[config.mk]
export PLATFORM = sky130hd
export DESIGN_NAME = aud_recorder_flat
export DESIGN_NICKNAME = d
export VERILOG_FILES = /design/src/rtl/aud_pkg.sv /design/src/rtl/aud_recorder_if.sv /design/src/rtl/aud_i2s_sync.sv /design/src/rtl/aud_recorder.sv /design/src/flat_wrapper.sv
export SDC_FILE = /design/constraint.sdc
export NUM_CORES = 1
export LEC_CHECK = 0
export ABC_AREA = 1
export CORE_MARGIN = 2
export CORE_UTILIZATION = 43
export DETAILED_ROUTE_END_ITERATION = 6
export PLACE_DENSITY_LB_ADDON = 0.1
export SYNTH_ARGS = -nofsm -noshare
export SYNTH_HDL_FRONTEND = slang
export SYNTH_HIERARCHICAL = 1
export SYNTH_SLANG_ARGS = --single-unit
[constraint.sdc]
create_clock -name i_clk -period 1.41 [get_ports i_clk]
set_input_delay 0.282 -clock i_clk [delete_from_list [all_inputs] [get_ports i_clk]]
set_output_delay 0.282 -clock i_clk [all_outputs]
set_load 0.02 [all_outputs]
[src/rtl/aud_pkg.sv]
// aud_pkg: shared types and widths for the audio recorder slice.
//   AUD_DATA_W / AUD_ADDR_W : default sample and SRAM word-address widths
//   state_t                 : recorder control states
// Build option AUD_REC_STEREO_EN adds WAIT_LRC_R for the right-channel slot.
package aud_pkg;

  localparam int unsigned AUD_DATA_W = 16;
  localparam int unsigned AUD_ADDR_W = 20;

`ifdef AUD_REC_STEREO_EN
  typedef enum logic [2:0] {
    IDLE, WAIT_LRC, SKIP, SHIFT, STORE, PAUSED, WAIT_LRC_R
  } state_t;
`else
  typedef enum logic [2:0] {
    IDLE, WAIT_LRC, SKIP, SHIFT, STORE, PAUSED
  } state_t;
`endif

endpackage

[src/rtl/aud_recorder_if.sv]
// aud_recorder_if: single-cycle SRAM write bus.
//   we   : one-cycle write strobe
//   addr : word address, valid while we=1
//   data : sample, valid while we=1
// master drives the bus (recorder), slave receives it (SRAM side).
interface aud_recorder_if
  import aud_pkg::*;
#(
  parameter int unsigned DATA_W = AUD_DATA_W,
  parameter int unsigned ADDR_W = AUD_ADDR_W
);

  logic              we;
  logic [ADDR_W-1:0] addr;
  logic [DATA_W-1:0] data;

  modport master (output we, output addr, output data);
  modport slave  (input  we, input  addr, input  data);

endinterface

[src/rtl/aud_i2s_sync.sv]
// aud_i2s_sync: brings the codec BCLK/ADCLRCK/ADCDAT into the i_clk domain
// and flags their edges.
//   i_clk, i_rst          : system clock, synchronous active-high reset
//   i_aud_bclk/lrc/adcdat : asynchronous codec lines
//   o_bclk_rise           : one-cycle pulse on a synchronized BCLK rise
//   o_lrc_fall/o_lrc_rise : one-cycle pulses on synchronized LRC edges
//   o_dat                 : synchronized ADCDAT, aligned with o_bclk_rise
module aud_i2s_sync #(
  parameter int unsigned SYNC_STAGES = 2
) (
  input  logic i_clk,
  input  logic i_rst,
  input  logic i_aud_bclk,
  input  logic i_aud_lrc,
  input  logic i_aud_adcdat,
  output logic o_bclk_rise,
  output logic o_lrc_fall,
  output logic o_lrc_rise,
  output logic o_dat
);

  logic [SYNC_STAGES-1:0] bclk_sr, lrc_sr, dat_sr;
  logic                   bclk_prev, lrc_prev;

  // Synchronizer chains plus one extra stage for edge detection.
  always_ff @(posedge i_clk) begin
    if (i_rst) begin
      bclk_sr   <= '0;
      lrc_sr    <= '0;
      dat_sr    <= '0;
      bclk_prev <= 1'b0;
      lrc_prev  <= 1'b0;
    end else begin
      bclk_sr   <= {bclk_sr[SYNC_STAGES-2:0], i_aud_bclk};
      lrc_sr    <= {lrc_sr[SYNC_STAGES-2:0],  i_aud_lrc};
      dat_sr    <= {dat_sr[SYNC_STAGES-2:0],  i_aud_adcdat};
      bclk_prev <= bclk_sr[SYNC_STAGES-1];
      lrc_prev  <= lrc_sr[SYNC_STAGES-1];
    end
  end

  assign o_bclk_rise = ~bclk_prev &  bclk_sr[SYNC_STAGES-1];
  assign o_lrc_fall  =  lrc_prev  & ~lrc_sr[SYNC_STAGES-1];
  assign o_lrc_rise  = ~lrc_prev  &  lrc_sr[SYNC_STAGES-1];
  // DAT has the same chain depth as BCLK, so it is sampled at the same point.
  assign o_dat       = dat_sr[SYNC_STAGES-1];

endmodule

[src/rtl/aud_recorder.sv]
// aud_recorder: I2S ADC capture into SRAM with start/pause/stop control.
//   i_clk, i_rst            : system clock, synchronous active-high reset
//   i_start/i_pause/i_stop  : control pulses (stop > pause > start)
//   i_aud_bclk/lrc/adcdat   : asynchronous WM8731 ADC I2S lines
//   sram                    : write bus (we/addr/data), one-cycle strobe
//   o_end_addr              : words written in this recording; held in IDLE
//   o_busy                  : 1 in any state except IDLE
//   o_full                  : MAX_ADDR written; sticky until next start
// Build option AUD_REC_STEREO_EN records L,R word pairs instead of left only.
module aud_recorder
  import aud_pkg::*;
#(
  parameter int unsigned       DATA_W      = AUD_DATA_W,
  parameter int unsigned       ADDR_W      = AUD_ADDR_W,
  parameter logic [ADDR_W-1:0] MAX_ADDR    = {ADDR_W{1'b1}},
  parameter int unsigned       SYNC_STAGES = 2
) (
  input  logic              i_clk,
  input  logic              i_rst,
  input  logic              i_start,
  input  logic              i_pause,
  input  logic              i_stop,
  input  logic              i_aud_bclk,
  input  logic              i_aud_lrc,
  input  logic              i_aud_adcdat,
  aud_recorder_if.master    sram,
  output logic [ADDR_W-1:0] o_end_addr,
  output logic              o_busy,
  output logic              o_full
);

  localparam int unsigned CNT_W = $clog2(DATA_W);

  state_t            state, state_nx;
  logic [ADDR_W-1:0] addr, addr_nx, end_addr, end_addr_nx;
  logic [DATA_W-1:0] shreg, shreg_nx;
  logic [CNT_W-1:0]  bitcnt, bitcnt_nx;
  logic              full, full_nx, we, we_nx, busy, busy_nx;
  logic              bclk_rise, lrc_fall, lrc_rise, dat;
  logic              at_max, last_bit;
`ifdef AUD_REC_STEREO_EN
  logic              right, right_nx;
`else
  logic              unused_lrc_rise;
  assign unused_lrc_rise = lrc_rise;
`endif

  aud_i2s_sync #(.SYNC_STAGES(SYNC_STAGES)) u_sync (
    .i_clk        (i_clk),
    .i_rst        (i_rst),
    .i_aud_bclk   (i_aud_bclk),
    .i_aud_lrc    (i_aud_lrc),
    .i_aud_adcdat (i_aud_adcdat),
    .o_bclk_rise  (bclk_rise),
    .o_lrc_fall   (lrc_fall),
    .o_lrc_rise   (lrc_rise),
    .o_dat        (dat)
  );

  assign at_max   = (addr == MAX_ADDR);
  assign last_bit = (bitcnt == CNT_W'(DATA_W - 1));

  // State and datapath registers.
  always_ff @(posedge i_clk) begin
    if (i_rst) begin
      state    <= IDLE;
      addr     <= '0;
      end_addr <= '0;
      shreg    <= '0;
      bitcnt   <= '0;
      full     <= 1'b0;
      we       <= 1'b0;
      busy     <= 1'b0;
`ifdef AUD_REC_STEREO_EN
      right    <= 1'b0;
`endif
    end else begin
      state    <= state_nx;
      addr     <= addr_nx;
      end_addr <= end_addr_nx;
      shreg    <= shreg_nx;
      bitcnt   <= bitcnt_nx;
      full     <= full_nx;
      we       <= we_nx;
      busy     <= busy_nx;
`ifdef AUD_REC_STEREO_EN
      right    <= right_nx;
`endif
    end
  end

  // Next state; a full store ends the recording even if a pause arrives.
  always_comb begin
    state_nx = state;
    if (state != IDLE && i_stop) begin
      state_nx = IDLE;
    end else if (state == STORE && at_max) begin
      state_nx = IDLE;
    end else if (state != IDLE && i_pause) begin
      state_nx = PAUSED;
    end else begin
      case (state)
        IDLE:       if (i_start)                state_nx = WAIT_LRC;
        WAIT_LRC:   if (lrc_fall)               state_nx = SKIP;
        SKIP:       if (bclk_rise)              state_nx = SHIFT;
        SHIFT:      if (bclk_rise && last_bit)  state_nx = STORE;
        PAUSED:     if (i_start)                state_nx = WAIT_LRC;
`ifdef AUD_REC_STEREO_EN
        WAIT_LRC_R: if (lrc_rise)               state_nx = SKIP;
        STORE:      state_nx = right ? WAIT_LRC : WAIT_LRC_R;
`else
        STORE:      state_nx = WAIT_LRC;
`endif
        default:    state_nx = IDLE;
      endcase
    end
  end

  // Datapath next values; strobe and busy are registered from state_nx so
  // they line up with the STORE cycle.
  always_comb begin
    addr_nx     = addr;
    end_addr_nx = end_addr;
    full_nx     = full;
    shreg_nx    = shreg;
    bitcnt_nx   = bitcnt;
    we_nx       = (state_nx == STORE);
    busy_nx     = (state_nx != IDLE);
`ifdef AUD_REC_STEREO_EN
    right_nx    = right;
`endif
    case (state)
      IDLE: if (i_start) begin
        addr_nx     = '0;
        end_addr_nx = '0;
        full_nx     = 1'b0;
      end
`ifdef AUD_REC_STEREO_EN
      WAIT_LRC:   if (lrc_fall) right_nx = 1'b0;
      WAIT_LRC_R: if (lrc_rise) right_nx = 1'b1;
`endif
      SKIP: if (bclk_rise) bitcnt_nx = '0;
      SHIFT: if (bclk_rise) begin
        shreg_nx  = {shreg[DATA_W-2:0], dat};
        bitcnt_nx = bitcnt + CNT_W'(1);
      end
      // The write always completes; the address saturates at MAX_ADDR.
      STORE: begin
        end_addr_nx = addr + ADDR_W'(1);
        if (at_max) full_nx = 1'b1;
        else        addr_nx = addr + ADDR_W'(1);
      end
      default: ;
    endcase
  end

  assign sram.we    = we;
  assign sram.addr  = addr;
  assign sram.data  = shreg;
  assign o_end_addr = end_addr;
  assign o_busy     = busy;
  assign o_full     = full;

endmodule

[src/flat_wrapper.sv]
// flat-port wrapper written by rule: the top's interface ports become plain ports
module aud_recorder_flat import aud_pkg::*;
#(
  parameter int unsigned       DATA_W      = AUD_DATA_W,
  parameter int unsigned       ADDR_W      = AUD_ADDR_W,
  parameter logic [ADDR_W-1:0] MAX_ADDR    = {ADDR_W{1'b1}},
  parameter int unsigned       SYNC_STAGES = 2
)
  (i_clk, i_rst, i_start, i_pause, i_stop, i_aud_bclk, i_aud_lrc, i_aud_adcdat, o_end_addr, o_busy, o_full, sram_we, sram_addr, sram_data);
  aud_recorder_if #(.DATA_W(DATA_W), .ADDR_W(ADDR_W)) sram_i ();
  input  logic i_clk;
  input  logic i_rst;
  input  logic i_start;
  input  logic i_pause;
  input  logic i_stop;
  input  logic i_aud_bclk;
  input  logic i_aud_lrc;
  input  logic i_aud_adcdat;
  output logic [ADDR_W-1:0] o_end_addr;
  output logic o_busy;
  output logic o_full;
  output wire logic [$bits(sram_i.we)-1:0] sram_we;
  output wire logic [$bits(sram_i.addr)-1:0] sram_addr;
  output wire logic [$bits(sram_i.data)-1:0] sram_data;
  assign sram_we = sram_i.we;
  assign sram_addr = sram_i.addr;
  assign sram_data = sram_i.data;
  aud_recorder #(.DATA_W(DATA_W), .ADDR_W(ADDR_W), .MAX_ADDR(MAX_ADDR), .SYNC_STAGES(SYNC_STAGES)) u_core (.i_clk(i_clk), .i_rst(i_rst), .i_start(i_start), .i_pause(i_pause), .i_stop(i_stop), .i_aud_bclk(i_aud_bclk), .i_aud_lrc(i_aud_lrc), .i_aud_adcdat(i_aud_adcdat), .sram(sram_i), .o_end_addr(o_end_addr), .o_busy(o_busy), .o_full(o_full));
endmodule
==> summary.txt <==
STA
  – Max transition margin: 0.823
  – Final Skew: 5.74 ps
  – Slew Viols, Final: 0
  – Tcrit/Tclk final: 1.08
  – Fin. Hold Viols: 0
  – Setup WS post-layout: -109 ps
  – Final critical-path required period: between 1500 and 2000 ps
  – Setup Viol. Count Final: 29
  – RSZ-0062 raised after global routing: true
  – Fmax achieved: between 600 and 700 MHz
  – Actual slew at the worst max-slew pin: around 260 ps

Finish
  – Share of layout cells above drive strength 1: 0.355
  – Layout area overhead: 57.3%
  – Highest-count cells in the layout ignoring fill and taps: nor2_1, nand2_1, buf_4
  – Commonest non-fill, non-tap cell in the layout: nor2_1
  – Finished Layout Cells: 733
  – # diodes: 0
  – Fin nets: roughly 640
  – Fin util: 0.708

Outcome
  – Status: finished, violations left
  – Failing checks: negative setup slack

Worst setup path
  – Cell Chain, Critical Path: ha_4 > nand2_4 > nor2_4 > nand2_4 > nor2_4 > buf_6 > nand3_4 > nand2_4 > nor2_4 > nand2_2 > nand2_1
  – Worst setup path startpoint: u_core/sram.addr[1]$_SDFFE_PP0P_
  – Reg2reg end: u_core/o_busy$_SDFF_PP0_
  – Worst Path Max Fanout: 5
  – Critical Path End: u_core/o_busy$_SDFF_PP0_
  – CP max-delay cell: dfxtp_4
  – Worst r2r path cells: 11
  – Reg-to-reg slack, setup: -110 ps
  – CP peak stage delay: about 370 ps
  – CP Data Required Time: between 1500 and 2000 ps
  – Arrival @ worst endpoint: ~1800 ps
  – Startpoint types: flip-flop
  – Worst Path Class, Setup: flip-flop to flip-flop
  – Reg2reg start: u_core/sram.addr[1]$_SDFFE_PP0P_
  – CP endpoint kind: flip-flop

Place
  – Placed cells: 702
  – PortBufs: 66
  – Detail Placement HPWL: around 6.5 mm
  – Gpl congestion: slightly above 0.9
  – Post-place setup slack: -265 ps

GRT
  – Antenna violations before repair: 0
  – Pin count of the biggest net entering global routing: 19
  – Vias in the first global route: about 3600
  – Gr usage total: 0.235
  – Gr ovfl total: 0
  – First-pass GRT wire length: 15.8 mm

Clocking
  – CTS Buf Count: 9
  – Worst-path clk slew: around 80 ps
  – CTS tree: yes
  – Clock latency on the worst-skew pair: approximately 350 ps
  – Hold Buf Count CTS: 0
  – Clock sinks: 74
  – CTS H-tree lvls: 3
  – Max clock buf depth: 2
  – CTS root buf: clkbuf_8

Power and ir drop
  – Int Pwr: approximately 3.8 mW
  – PwrDens: 1100 nW/µm²
  – Sw frac: 0.326
  – Comb power frac: 0.291
  – Leak pwr: 2.55 nW
  – Seq pwr share: 0.412
  – Peak supply drop: 747 µV
  – Clock network power share: 0.297
  – Psw: 1.86 mW

Floorplan
  – Die area: approximately 8400 µm²
  – IO Pins: 67
  – Die Wd: approximately 92 µm
  – Row cnt: 31
  – Die H: between 90 and 100 µm
  – Core area: 7330 µm²
  – Initial Util: 0.450

Routing
  – Detailed Routing Iterations Pass 1: 4
  – Vias: 3587
  – Met3 WL post-DR: approximately 490 µm
  – DR vias/cell: 4.89
  – DR WL met2: about 4.8 mm
  – DR iter-0 viols: between 150 and 200
  – Routed wire per std cell: ~13 µm
  – WL final: between 9 and 10 mm
  – Highest metal used: met4
  – Post-DRT Antenna Nets: 0
  – Metal-1 WL: around 4.1 mm
  – DRC violations left: 0

Flow run
  – Max-Cap Viols: 0

Yosys
  – Post-synthesis net count: about 490
  – Synthesized area per cell: between 6 and 7 µm²
  – Synth warnings: 6
  – Mapped Cells: 475
  – Mapped cell area: 3300 µm²

Hold path
  – HP Class: flip-flop to flip-flop
## sequential cells by signal, summed over array words and instances (netlist names)
name	count
u_core/u_sync/dat_sr	2
u_core/o_end_addr	20
u_core/o_full	1
u_core/o_busy	1
u_core/state	3
u_core/u_sync/bclk_prev	1
u_core/sram.addr	20
u_core/u_sync/bclk_sr	2
u_core/sram.we	1
u_core/bitcnt	4
u_core/u_sync/lrc_prev	1
u_core/u_sync/lrc_sr	2
u_core/sram.data	16
## power by group through the flow
| stage | clock network [mW] | registers, mW | logic [mW] |
|---|---|---|---|
| 3_3_place_gp | 0 | 2.39 | 1.42 |
| 6_report | 1.69 | 2.35 | 1.66 |
| 3_5_place_dp | 0 | 2.39 | 1.45 |
| 2_1_floorplan | 0 | 2.56 | 0.599 |
| 5_1_grt | 1.81 | 2.37 | 1.81 |
| 4_1_cts | 1.72 | 2.35 | 1.60 |
## worst min-delay path by stage
stage	start	endpoint	slack (ps)	cells after the start
after floorplan	u_core/u_sync/bclk_sr[0]$_SDFF_PP0_	u_core/u_sync/bclk_sr[1]$_SDFF_PP0_	390	2
after global placement	u_core/u_sync/bclk_sr[0]$_SDFF_PP0_	u_core/u_sync/bclk_sr[1]$_SDFF_PP0_	390	2
after detailed placement	u_core/u_sync/bclk_sr[0]$_SDFF_PP0_	u_core/u_sync/bclk_sr[1]$_SDFF_PP0_	400	2
after CTS	u_core/u_sync/dat_sr[0]$_SDFF_PP0_	u_core/u_sync/dat_sr[1]$_SDFF_PP0_	410	2
after global routing	u_core/u_sync/dat_sr[0]$_SDFF_PP0_	u_core/u_sync/dat_sr[1]$_SDFF_PP0_	430	2
final	u_core/u_sync/bclk_sr[0]$_SDFF_PP0_	u_core/u_sync/bclk_sr[1]$_SDFF_PP0_	410	2
## through the flow
stage | setup TNS [ps] | power [mW] | area (µm²) | hold slack (ps)
floorplan | -239 | 3.16 | 3350 | 388
global placement | -5930 | 3.81 | 4640 | 391
detailed placement | -7930 | 3.84 | 4640 | 399
CTS | -1060 | 5.67 | 5110 | 408
global route | -5320 | 5.99 | 5190 | 427
finish | -2140 | 5.70 | 5190 | 405
## repair_timing
action,in CTS,in global routing
cloned,1,0
pin swaps,20,13
setup endpoints to repair,87,73
buffers inserted,10,4
gates resized for setup,142,48
## worst max-delay path: cells and delay by family, from the launching register on
family | cells | cell delay [ps]
and+or+nand+nor | 9 | 750
DFF | 1 | 370
adders and majority gates | 1 | 170
buffers and inverters | 1 | 110
## final cells by class
type	count	area (µm²)
fillers	625	2140
multi-input cells	339	1860
flip-flops and latches	74	1530
repair buffers	156	1300
inverters	49	185
clock buffers	11	141
well taps	99	124
clock inverters	5	60.1
## per-layer routing
metal  track usage  up-vias
met1         0.280     1674
li1              -     1816
met5             0        -
met3        0.0353       11
met2         0.417       86
met4         0.104        0
Power figures use the tool's default switching activity.
